--- config.mk ---
export PLATFORM = sky130hd
export DESIGN_NAME = quad_decoder_mc
export DESIGN_NICKNAME = d
export VERILOG_FILES = /design/src/rtl/quad_pkg.sv /design/src/rtl/quad_chan.sv /design/src/rtl/quad_decoder_mc.sv
export SDC_FILE = /design/constraint.sdc
export NUM_CORES = 1
export LEC_CHECK = 0
export BUFFER_PORTS_ARGS = -buffer_cell sky130_fd_sc_hd__clkbuf_2
export CAP_MARGIN = 20
export CORE_UTILIZATION = 39
export DETAILED_ROUTE_END_ITERATION = 8
export PLACE_DENSITY = 0.57
export SETUP_SLACK_MARGIN = 0.02
export SLEW_MARGIN = 20
export SYNTH_ARGS = -nofsm -noshare
export SYNTH_HDL_FRONTEND = slang
export SYNTH_SLANG_ARGS = --single-unit
--- constraint.sdc ---
create_clock -name CLOCK_50 -period 12.1 [get_ports CLOCK_50]
set_input_delay 1.21 -clock CLOCK_50 [delete_from_list [all_inputs] [get_ports CLOCK_50]]
set_output_delay 1.21 -clock CLOCK_50 [all_outputs]
set_load 0.02 [all_outputs]
--- src/rtl/quad_pkg.sv ---
// quad_pkg: shared definitions for the multi-channel quadrature decoder.
// Holds the step codes, the Gray-code transition decoder and the signed
// position limits derived from the counter width.
package quad_pkg;

    localparam logic [1:0] STEP_NONE = 2'd0;
    localparam logic [1:0] STEP_FWD  = 2'd1;
    localparam logic [1:0] STEP_REV  = 2'd2;
    localparam logic [1:0] STEP_ERR  = 2'd3;

    // Map {previous AB, new AB} to a step code using the x4 Gray sequence
    // 00 -> 01 -> 11 -> 10 -> 00 as the forward direction.
    function automatic logic [1:0] decodeStep(input logic [3:0] prevNew);
        logic [1:0] code;
        code = STEP_NONE;
        case (prevNew)
            4'b0001, 4'b0111, 4'b1110, 4'b1000: code = STEP_FWD;
            4'b0100, 4'b1101, 4'b1011, 4'b0010: code = STEP_REV;
            4'b0011, 4'b1100, 4'b0110, 4'b1001: code = STEP_ERR;
            default:                            code = STEP_NONE;
        endcase
        return code;
    endfunction

    // Largest positive value of a cw-bit two's complement counter.
    function automatic int posMax(input int cw);
        return (1 << (cw - 1)) - 1;
    endfunction

    // Most negative value of a cw-bit two's complement counter.
    function automatic int posMin(input int cw);
        return -(1 << (cw - 1));
    endfunction

endpackage

--- src/rtl/quad_chan.sv ---
// quad_chan: one encoder channel. Synchronises the raw A/B pins, filters
// them on the shared sample tick, arms on the first accepted value, decodes
// x4 Gray transitions and keeps a signed position counter.
// Optional: QUAD_VELOCITY_EN adds a per-window step accumulator (vel_o).
module quad_chan
    import quad_pkg::*;
#(
    parameter int CW   = 9,
    parameter int FILT = 3,
    parameter int SAT  = 0
`ifdef QUAD_VELOCITY_EN
    ,
    parameter int VWIN = 64
`endif
) (
    input  logic          clk_i,
    input  logic          rst_ni,
    input  logic          tick_i,
    input  logic          encA_i,
    input  logic          encB_i,
    input  logic          clr_i,
    output logic [CW-1:0] pos_o,
    output logic          step_o,
    output logic          dir_o,
    output logic          err_o
`ifdef QUAD_VELOCITY_EN
    ,
    output logic [CW-1:0] vel_o
`endif
);

    localparam logic [3:0]    FILT_N    = 4'(FILT);
    localparam int            POS_MAX_I = posMax(CW);
    localparam int            POS_MIN_I = posMin(CW);
    localparam logic [CW-1:0] POS_MAX   = POS_MAX_I[CW-1:0];
    localparam logic [CW-1:0] POS_MIN   = POS_MIN_I[CW-1:0];
    localparam logic [CW-1:0] POS_ONE   = CW'(1);
    localparam bit            SAT_EN    = (SAT != 0);

    logic [1:0]    syncA_q, syncB_q;
    logic [1:0]    sample;
    logic [1:0]    cand_q, cand_d;
    logic [3:0]    cnt_q, cnt_d;
    logic [1:0]    filt_q, filt_d;
    logic          valid_q, valid_d;
    logic          change;
    logic [1:0]    code;
    logic          armed_q, armed_d;
    logic [CW-1:0] pos_q, pos_d;
    logic          step_q, step_d;
    logic          dir_q, dir_d;
    logic          err_q, err_d;

    // Two-flop synchroniser on each raw encoder line.
    always_ff @(posedge clk_i or negedge rst_ni) begin
        if (!rst_ni) begin
            syncA_q <= '0;
            syncB_q <= '0;
        end else begin
            syncA_q <= {syncA_q[0], encA_i};
            syncB_q <= {syncB_q[0], encB_i};
        end
    end

    // Tick-driven glitch filter; a value is accepted once stable for FILT
    // ticks, and the very first stable value after reset is always accepted.
    always_comb begin
        sample  = {syncA_q[1], syncB_q[1]};
        cand_d  = cand_q;
        cnt_d   = cnt_q;
        filt_d  = filt_q;
        valid_d = valid_q;
        change  = 1'b0;
        if (tick_i) begin
            if (sample == cand_q) begin
                if (cnt_q < FILT_N) begin
                    cnt_d = cnt_q + 4'd1;
                end
            end else begin
                cand_d = sample;
                cnt_d  = 4'd1;
            end
            if ((cnt_d == FILT_N) && (!valid_q || (cand_d != filt_q))) begin
                filt_d  = cand_d;
                valid_d = 1'b1;
                change  = 1'b1;
            end
        end
    end

    // Arming, decode and position update; clear overrides any count.
    always_comb begin
        code    = decodeStep({filt_q, cand_d});
        armed_d = armed_q;
        pos_d   = pos_q;
        step_d  = 1'b0;
        dir_d   = dir_q;
        err_d   = err_q;
        if (clr_i) begin
            pos_d   = '0;
            err_d   = 1'b0;
            armed_d = 1'b0;
        end else if (change) begin
            if (!armed_q) begin
                armed_d = 1'b1;
            end else begin
                case (code)
                    STEP_FWD: begin
                        if (!(SAT_EN && (pos_q == POS_MAX))) begin
                            pos_d  = pos_q + POS_ONE;
                            step_d = 1'b1;
                            dir_d  = 1'b1;
                        end
                    end
                    STEP_REV: begin
                        if (!(SAT_EN && (pos_q == POS_MIN))) begin
                            pos_d  = pos_q - POS_ONE;
                            step_d = 1'b1;
                            dir_d  = 1'b0;
                        end
                    end
                    STEP_ERR: err_d = 1'b1;
                    default:  ;
                endcase
            end
        end
    end

    // Channel state register.
    always_ff @(posedge clk_i or negedge rst_ni) begin
        if (!rst_ni) begin
            cand_q  <= '0;
            cnt_q   <= '0;
            filt_q  <= '0;
            valid_q <= 1'b0;
            armed_q <= 1'b0;
            pos_q   <= '0;
            step_q  <= 1'b0;
            dir_q   <= 1'b0;
            err_q   <= 1'b0;
        end else begin
            cand_q  <= cand_d;
            cnt_q   <= cnt_d;
            filt_q  <= filt_d;
            valid_q <= valid_d;
            armed_q <= armed_d;
            pos_q   <= pos_d;
            step_q  <= step_d;
            dir_q   <= dir_d;
            err_q   <= err_d;
        end
    end

    assign pos_o  = pos_q;
    assign step_o = step_q;
    assign dir_o  = dir_q;
    assign err_o  = err_q;

`ifdef QUAD_VELOCITY_EN
    logic signed [31:0] acc_q, acc_d, accSum;
    logic        [31:0] win_q, win_d;
    logic      [CW-1:0] vel_q, vel_d;

    // Sum signed steps over VWIN ticks, then publish a saturated rate.
    always_comb begin
        accSum = acc_q;
        if (step_d) begin
            accSum = dir_d ? (acc_q + 32'sd1) : (acc_q - 32'sd1);
        end
        acc_d = accSum;
        win_d = win_q;
        vel_d = vel_q;
        if (tick_i) begin
            if (win_q == 32'(VWIN - 1)) begin
                win_d = '0;
                acc_d = '0;
                if (accSum > POS_MAX_I) begin
                    vel_d = POS_MAX;
                end else if (accSum < POS_MIN_I) begin
                    vel_d = POS_MIN;
                end else begin
                    vel_d = accSum[CW-1:0];
                end
            end else begin
                win_d = win_q + 32'd1;
            end
        end
        if (clr_i) begin
            acc_d = '0;
        end
    end

    // Velocity window registers.
    always_ff @(posedge clk_i or negedge rst_ni) begin
        if (!rst_ni) begin
            acc_q <= '0;
            win_q <= '0;
            vel_q <= '0;
        end else begin
            acc_q <= acc_d;
            win_q <= win_d;
            vel_q <= vel_d;
        end
    end

    assign vel_o = vel_q;
`endif

endmodule

--- src/rtl/quad_decoder_mc.sv ---
// quad_decoder_mc: multi-channel quadrature encoder front end in the
// CLOCK_50 domain. Generates the shared sample tick and one quad_chan per
// encoder, slicing the packed position bus per channel.
// Optional: QUAD_VELOCITY_EN adds parameter VWIN and the vel output bus.
module quad_decoder_mc
    import quad_pkg::*;
#(
    parameter int NCH  = 2,
    parameter int CW   = 9,
    parameter int DIV  = 50000,
    parameter int FILT = 3,
    parameter int SAT  = 0
`ifdef QUAD_VELOCITY_EN
    ,
    parameter int VWIN = 64
`endif
) (
    input  logic              CLOCK_50,
    input  logic              rst_n,
    input  logic [NCH-1:0]    enc_a,
    input  logic [NCH-1:0]    enc_b,
    input  logic [NCH-1:0]    clr,
    output logic [NCH*CW-1:0] pos,
    output logic [NCH-1:0]    step,
    output logic [NCH-1:0]    dir,
    output logic [NCH-1:0]    err
`ifdef QUAD_VELOCITY_EN
    ,
    output logic [NCH*CW-1:0] vel
`endif
);

    localparam int            TW        = $clog2(DIV);
    localparam logic [TW-1:0] TICK_LAST = TW'(DIV - 1);
    localparam logic [TW-1:0] TICK_ONE  = TW'(1);

    logic [TW-1:0] tickCnt_q, tickCnt_d;
    logic          tick;

    // Tick divider: count 0..DIV-1, tick on the last count, then wrap.
    always_comb begin
        tick      = (tickCnt_q == TICK_LAST);
        tickCnt_d = tick ? '0 : (tickCnt_q + TICK_ONE);
    end

    // Tick counter register.
    always_ff @(posedge CLOCK_50 or negedge rst_n) begin
        if (!rst_n) begin
            tickCnt_q <= '0;
        end else begin
            tickCnt_q <= tickCnt_d;
        end
    end

    for (genvar i = 0; i < NCH; i++) begin : gChan
        quad_chan #(
            .CW   (CW),
            .FILT (FILT),
            .SAT  (SAT)
`ifdef QUAD_VELOCITY_EN
            ,
            .VWIN (VWIN)
`endif
        ) uChan (
            .clk_i  (CLOCK_50),
            .rst_ni (rst_n),
            .tick_i (tick),
            .encA_i (enc_a[i]),
            .encB_i (enc_b[i]),
            .clr_i  (clr[i]),
            .pos_o  (pos[i*CW +: CW]),
            .step_o (step[i]),
            .dir_o  (dir[i]),
            .err_o  (err[i])
`ifdef QUAD_VELOCITY_EN
            ,
            .vel_o  (vel[i*CW +: CW])
`endif
        );
    end

endmodule

==> reports/metrics.csv, run 1 <==
stage;metric;value;unit
grt;grt_max_degree;69;
synth;ys_seq_area_frac;0.4367;
sta;maxSlewViolCount;0;
clock_tree;clkLatencyLatePin;0.35;ns
power;peakVddDrop;49.64;uV
grt;grt_pass1_vias;2609;
critical_path;cp.required;12.33;ns
clock_tree;path_clk_slew;0.08;ns
clock_tree;htree_num_levels;3;
sta;rsz0062_at_grt;false;
drt;drc;0;
synth;syn_area_per_cell;10.04;um2
synth;ys_dominant_reg_cell;dfrtp_1;
synth;synth_warnings;0;
critical_path;path_class;reg2reg;
sta;tightest_slew;0.8495;ns
drt;num_vias;2825;
sta;max-slew-margin-rel;0.4337;
floorplan;die_x;102.0;um
sta;finClkSkew;0.01004;ns
finish;multi_input_area;2024;um2
floorplan;coreArea;9729;um2
clock_tree;cts_sinks;68;
synth;ys_seq_elements;68;
synth;synth_edf_count;0;
sta;setup-violations-final;0;
drt;ant_nets;0;
grt;overflow;0;
sta;fmax;206.3;MHz
grt;grt_use_total;0.1546;
synth;synth_fp_nets;417;
floorplan;rows;36;
synth;synthArstFlopShare;1.000;
clock_tree;cts_buffers;9;
flow_run;maxCapViolCount;0;
finish;design_area;4339;um2
drt;firstDrtPassIters;6;
finish;layout_common_cells;68 x dfrtp_1, 43 x nor2_1, 30 x clkbuf_2;
power;powerDensity;103.7;nW/um2
clock_tree;ctsResizeCount;0;
clock_tree;cts_root_buf;clkbuf_8;
clock_tree;ctsHoldBuffers;0;
drt;wirelength;7.209;mm
finish;final_nets;439;
floorplan;dieArea;10390;um2
grt;grt_pass1_wl;12.39;mm
critical_path;crit_path_end_kind;register;
synth;synthCells;388;
finish;stdcell_count;548;
drt;vias_per_cell;5.155;
critical_path;critPathLaunchType;register;
sta;finalWorstSetupSlack;7.252;ns
clock_tree;cts_tree;built;
clock_tree;post_cts_buffers;0;
placement;dpl-instance-area;4115;um2
power;leakage;2.017;nW
clock_tree;cts_max_path_buffers;2;
outcome;status;completed;
sta;min_period_over_period;0.4007;
synth;synth.distinct_cells;66;
placement;dp_slack;7.235;ns
floorplan;io_pins;32;
finish;areaGrowthSynthToFinish;11.37;%
drt;avgRoutedWirePerCell;13.16;um
floorplan;start_util;0.4005;
finish;drive_gt1_frac;0.1398;
placement;place_inst;532;
placement;numPortBuffers;31;
finish;n_antenna_cell;0;
critical_path;path_max_fanout;16;
sta;period_minus_slack;4.848;ns
critical_path;cp_data_arrival_time;5.08;ns
finish;fillers;963;
placement;hpwl;5.024;mm
sta;hold_viol;0;
sta;tns;0;ns
finish;seq_area;1702;um2
drt;drt-initial-drc-count;133;
placement;gp_congestion;0.8185;
grt;antenna_found_initial;0;
floorplan;die_h;102.0;um
finish;layout_commonest_cell;dfrtp_1;
synth;syn-cell-area;3896;um2
hold_path;hold_class;reg2reg;
logic make-up after synthesis:
family | share of synthesized area
AND/OR/NAND/NOR | 0.1940
flip-flops | 0.4367
AO/OA/AOI/OAI | 0.1358
multiplexers | 0.04400
adder cells (fa/ha/maj) | 0.06936
XOR/XNOR | 0.07643
buffers and inverters | 0.04367
sequential cells by signal, indices dropped and copies added (netlist names):
name / count
gChan.uChan.cnt_q: 8
gChan.uChan.filt_q: 4
gChan.uChan.dir_o: 2
gChan.uChan.err_o: 2
gChan.uChan.step_o: 2
tickCnt_q: 16
gChan.uChan.syncB_q: 4
gChan.uChan.armed_q: 2
gChan.uChan.cand_q: 4
gChan.uChan.pos_o: 18
gChan.uChan.valid_q: 2
gChan.uChan.syncA_q: 4
metal layers:
metal | wire length (um) | track usage | up-vias | share of wire
met2 | 3232 | 0.2396 | 37 | 0.45
met3 | 240 | 0.03557 | 11 | 0.033
met4 | 125 | 0.07253 | 0 | 0.017
met5 | 0 | 0 | - | 0
li1 | - | - | 1420 | -
met1 | 3610 | 0.2054 | 1357 | 0.50
report_power, final:
| part | total, W | internal, W | switching [W] | leakage, nW |
|---|---|---|---|---|
| logic | 0.00000900 | 0.00000208 | 0.00000692 | 0.997 |
| registers | 0.000230 | 0.000228 | 0.00000116 | 0.907 |
| clock network | 0.000211 | 0.000122 | 0.0000897 | 0.113 |
| total | 0.000450 | 0.000352 | 0.0000978 | 2.02 |
path summary, 6_finish.rpt:
kind,start,end,slack [ns],cells past startpoint
worst max-delay path,tickCnt_q[0]$_DFF_PN0_,gChan[0].uChan.pos_o[8]$_DFFE_PN0P_,7.25,15
worst min-delay path,gChan[1].uChan.syncB_q[0]$_DFF_PN0_,gChan[1].uChan.syncB_q[1]$_DFF_PN0_,0.34,0
worst max register to register,tickCnt_q[0]$_DFF_PN0_,gChan[0].uChan.pos_o[8]$_DFFE_PN0P_,7.25,15
worst min register to register,gChan[1].uChan.syncB_q[0]$_DFF_PN0_,gChan[1].uChan.syncB_q[1]$_DFF_PN0_,0.34,0
max in group asynchronous,rst_n,gChan[1].uChan.syncB_q[0]$_DFF_PN0_,10.50,2
min in group asynchronous,rst_n,tickCnt_q[14]$_DFF_PN0_,1.06,2
cell usage after synthesis, types with 2 or more instances:
library cell / number / area [um2]
buf_4: 6 / 45.04
xnor2_1: 23 / 201.4
and3_1: 5 / 31.28
o21ai_0: 10 / 50.05
inv_1: 15 / 56.30
nor2_1: 43 / 161.4
nor3b_1: 2 / 15.01
mux2_1: 7 / 78.83
o21a_1: 3 / 22.52
a22o_1: 9 / 78.83
nand2b_1: 3 / 18.77
ha_1: 20 / 250.2
clkbuf_1: 12 / 45.04
nor3_1: 11 / 55.05
and4_1: 2 / 17.52
xor2_1: 11 / 96.34
nor2b_1: 15 / 93.84
nand3b_1: 2 / 15.01
o41ai_1: 2 / 17.52
o21ai_1: 7 / 35.03
o31a_1: 2 / 17.52
mux2_2: 2 / 22.52
nor4_1: 2 / 12.51
a21oi_1: 18 / 90.09
nand4_1: 5 / 31.28
o31ai_1: 4 / 30.03
nand2_1: 19 / 71.32
a31oi_1: 6 / 37.54
dfrtp_1: 68 / 1702
and2_1: 3 / 18.77
o311ai_1: 2 / 17.52
mux2i_1: 7 / 70.07
nand3_1: 8 / 40.04
nor4b_1: 2 / 17.52
final cells by class:
cell class / count / area share
multi-input cells: 283 / 0.4666
inverters: 16 / 0.01384
repair buffers: 32 / 0.03749
flip-flops and latches: 68 / 0.3922
clock buffers: 10 / 0.03172
well taps: 133 / 0.03835
clock inverters: 6 / 0.01990
stage by stage:
stage | util | power, W | hold slack, ns
after CTS | 0.4460 | 0.0004581 | 0.3481
after detailed placement | 0.4230 | 0.0002438 | 0.3378
after floorplan | - | 0.0002362 | 0.3312
after global routing | 0.4460 | 0.0004697 | 0.3541
final | 0.4460 | 0.0004500 | 0.3448
after global placement | 0.4230 | 0.0002438 | 0.3334
critical path: stages (launching register included):
cell and delay (ns):
dfrtp_1 0.39, ha_1 0.25, and3_1 0.23, and4_1 0.54
mux2i_1 0.44, inv_2 0.06, a211oi_1 0.33, a31oi_1 0.11
ha_1 0.42, xor2_1 0.24, ha_1 0.23, a31oi_1 0.43
nand2_1 0.12, a311oi_1 0.33, mux2i_1 0.29, mux2_1 0.34
Note: power is estimated with default switching activity, not from simulation.
==> run 2, diff against run 1 <==
PLACE_DENSITY = 0.59   (was 0.57)
clock period = 4 ns   (was 12.1 ns; I/O delays follow)
==> run 2 against run 1 <==
  * Maximum frequency up 22%
  * Sequential share of layout area down 4.2 points
  * Clock skew grew 0.0010 ns
  * Register-to-register slack got worse by 7.2 ns
  * Routed wire length grew 13%
  * Global-route usage increased by 1.3 points
  * Clock power grew to 3.1 times the previous value
  * Cell area grew 12%
  * Critical path depth stayed put
  * Non-clock buffer count increased by 34
  * Critical path type unchanged
  * Largest power group unchanged
==> reports/metrics.csv, run 2 (same netlist as run 1, synthesis figures left out) <==
stage;metric;value;unit
power;powerDensity;284.4;nW/um2
grt;grt_pass1_wl;13.54;mm
finish;largest_reg_flops;18;
sta;maxSlewViolCount;0;
finish;fin_util;0.4995;
outcome;status;completed;
critical_path;path_class;reg2reg;
sta;min_period_over_period;0.9906;
critical_path;crit_path_end_kind;register;
floorplan;io_pins;32;
grt;grt_max_degree;42;
finish;drive_gt1_frac;0.2829;
power;power;0.001382;W
clock_tree;cts_root_buf;clkbuf_8;
placement;gp_congestion;0.7905;
hold_path;holdPathStages;1;
clock_tree;ctsHoldBuffers;0;
grt;overflow;0;
clock_tree;cts_sinks;68;
floorplan;rows;36;
clock_tree;cts_buffers;9;
critical_path;cp_slowest_stage_delay;0.41;ns
floorplan;die_x;102.0;um
sta;max-slew-margin-rel;0.4023;
drt;drc;0;
sta;whs;0.1562;ns
flow_run;maxCapViolCount;0;
drt;vias_per_cell;5.055;
hold_path;hold_end;gChan[1].uChan.syncA_q[0]$_DFF_PN0_;
finish;final_nets;473;
critical_path;r2r-end;gChan[1].uChan.pos_o[8]$_DFFE_PN0P_;
critical_path;path_cells;and4bb_2, and4_4, buf_8, mux2i_4, nor2_4, o21ai_2, o21ai_2, ha_4, fa_2, a21oi_2, o211ai_1, o41ai_2, mux2_2, nand3_2, mux2_4;
drt;avgRoutedWirePerCell;13.99;um
finish;layout_common_cells;68 x dfrtp_1, 40 x nor2_1, 33 x buf_4;
critical_path;cp.required;4.23;ns
grt;antenna_found_initial;0;
critical_path;r2r_setup_slack;0.04;ns
drt;firstDrtPassIters;4;
drt;wirelength;8.143;mm
sta;finClkSkew;0.01105;ns
critical_path;rr_startpoint;tickCnt_q[13]$_DFF_PN0_;
critical_path;crit_slowest_cell;dfrtp_1;
sta;setup-violations-final;0;
finish;areaGrowthSynthToFinish;24.73;%
critical_path;cp.buffers_inverters;1;
drt;num_vias;2942;
sta;rsz0062_at_grt;true;
placement;numPortBuffers;31;
clock_tree;cts_tree;built;
floorplan;dieArea;10390;um2
power;leakage;2.241;nW
sta;finalWorstSetupSlack;0.03768;ns
drt;ant_nets;0;
clock_tree;path_clk_slew;0.08;ns
critical_path;path_common_cell;o21ai_2;
floorplan;start_util;0.4005;
power;peakVddDrop;193.8;uV
clock_tree;clkLatencyLatePin;0.35;ns
finish;n_antenna_cell;0;
critical_path;critPathLaunchType;register;
hold_path;worstHoldStart;enc_a[1];
clock_tree;cts_max_path_buffers;2;
sta;hold_viol;0;
placement;dp_slack;-0.06161;ns
grt;grt_pass1_vias;2776;
sta;fmax;252.4;MHz
placement;place_inst;551;
critical_path;cp_data_arrival_time;4.20;ns
sta;period_minus_slack;3.962;ns
critical_path;path_delay_family;multiplexers;
critical_path;reg2regPathDepth;15;
finish;stdcell_count;582;
floorplan;coreArea;9729;um2
floorplan;die_h;102.0;um
sta;tightest_slew;0.8966;ns
clock_tree;htree_num_levels;3;
placement;hpwl;5.528;mm
critical_path;path_max_fanout;6;
finish;layout_commonest_cell;dfrtp_1;
grt;grt_use_total;0.1677;
drt;drt-initial-drc-count;103;
hold_path;hold_class;in2reg;
-- run 2: cell types whose count changed in the layout (fill, tap and decap cells not counted), moves of 3 or more --
cell,change
nor2_1,-3
mux2i_4,+3
buf_4,+32
o21ai_1,-4
mux2i_1,-3
ha_1,-7
ha_4,+5
o21ai_2,+4
-- run 2: how the worst max path moves through the flow --
stage / from / end / slack (ns) / cells past startpoint
2_1_floorplan: tickCnt_q[0]$_DFF_PN0_ / gChan[0].uChan.pos_o[8]$_DFFE_PN0P_ / 0.01 / 17
3_3_place_gp: tickCnt_q[5]$_DFF_PN0_ / gChan[1].uChan.pos_o[8]$_DFFE_PN0P_ / 0.07 / 15
3_5_place_dp: tickCnt_q[5]$_DFF_PN0_ / gChan[1].uChan.pos_o[8]$_DFFE_PN0P_ / -0.06 / 15
4_1_cts: tickCnt_q[5]$_DFF_PN0_ / gChan[1].uChan.pos_o[8]$_DFFE_PN0P_ / 0.02 / 15
5_1_grt: tickCnt_q[10]$_DFF_PN0_ / gChan[1].uChan.pos_o[8]$_DFFE_PN0P_ / -0.11 / 15
6_report: tickCnt_q[13]$_DFF_PN0_ / gChan[1].uChan.pos_o[8]$_DFFE_PN0P_ / 0.04 / 15
-- run 2: layout make-up --
type | instances | area, um2
clock buffers | 11 | 151.4
multi-input cells | 283 | 2267
well taps | 133 | 166.4
repair buffers | 66 | 429.2
fillers | 903 | 4870
flip-flops and latches | 68 | 1702
clock inverters | 5 | 83.83
inverters | 16 | 60.06
-- run 2: per-stage QoR --
stage | area, um2 | setup TNS, ns
global placement | 4288 | 0
finish | 4860 | 0
floorplan | 3931 | 0
CTS | 4541 | 0
global route | 4860 | -0.1579
detailed placement | 4288 | -0.06161
-- run 2: metal layers --
layer	up-vias	track usage	part of all wire	wire length, um
li1	1489	-	-	-
met1	1401	0.2228	0.47	3841
met3	9	0.04925	0.032	257
met5	-	0	0	0
met2	43	0.2646	0.49	3965
met4	0	0.05165	0.0096	78
-- run 2: repair_timing --
action / in CTS / in global routing
setup endpoints to repair: 2 / 6
pin swaps: 0 / 15
gates resized for setup: 4 / 41
buffers inserted: 0 / 16
-- run 2: power breakdown --
part,switching [W],total [W],internal [W]
Clock,0.000273,0.000659,0.000386
Sequential,0.00000430,0.000695,0.000691
Combinational,0.0000211,0.0000275,0.00000642
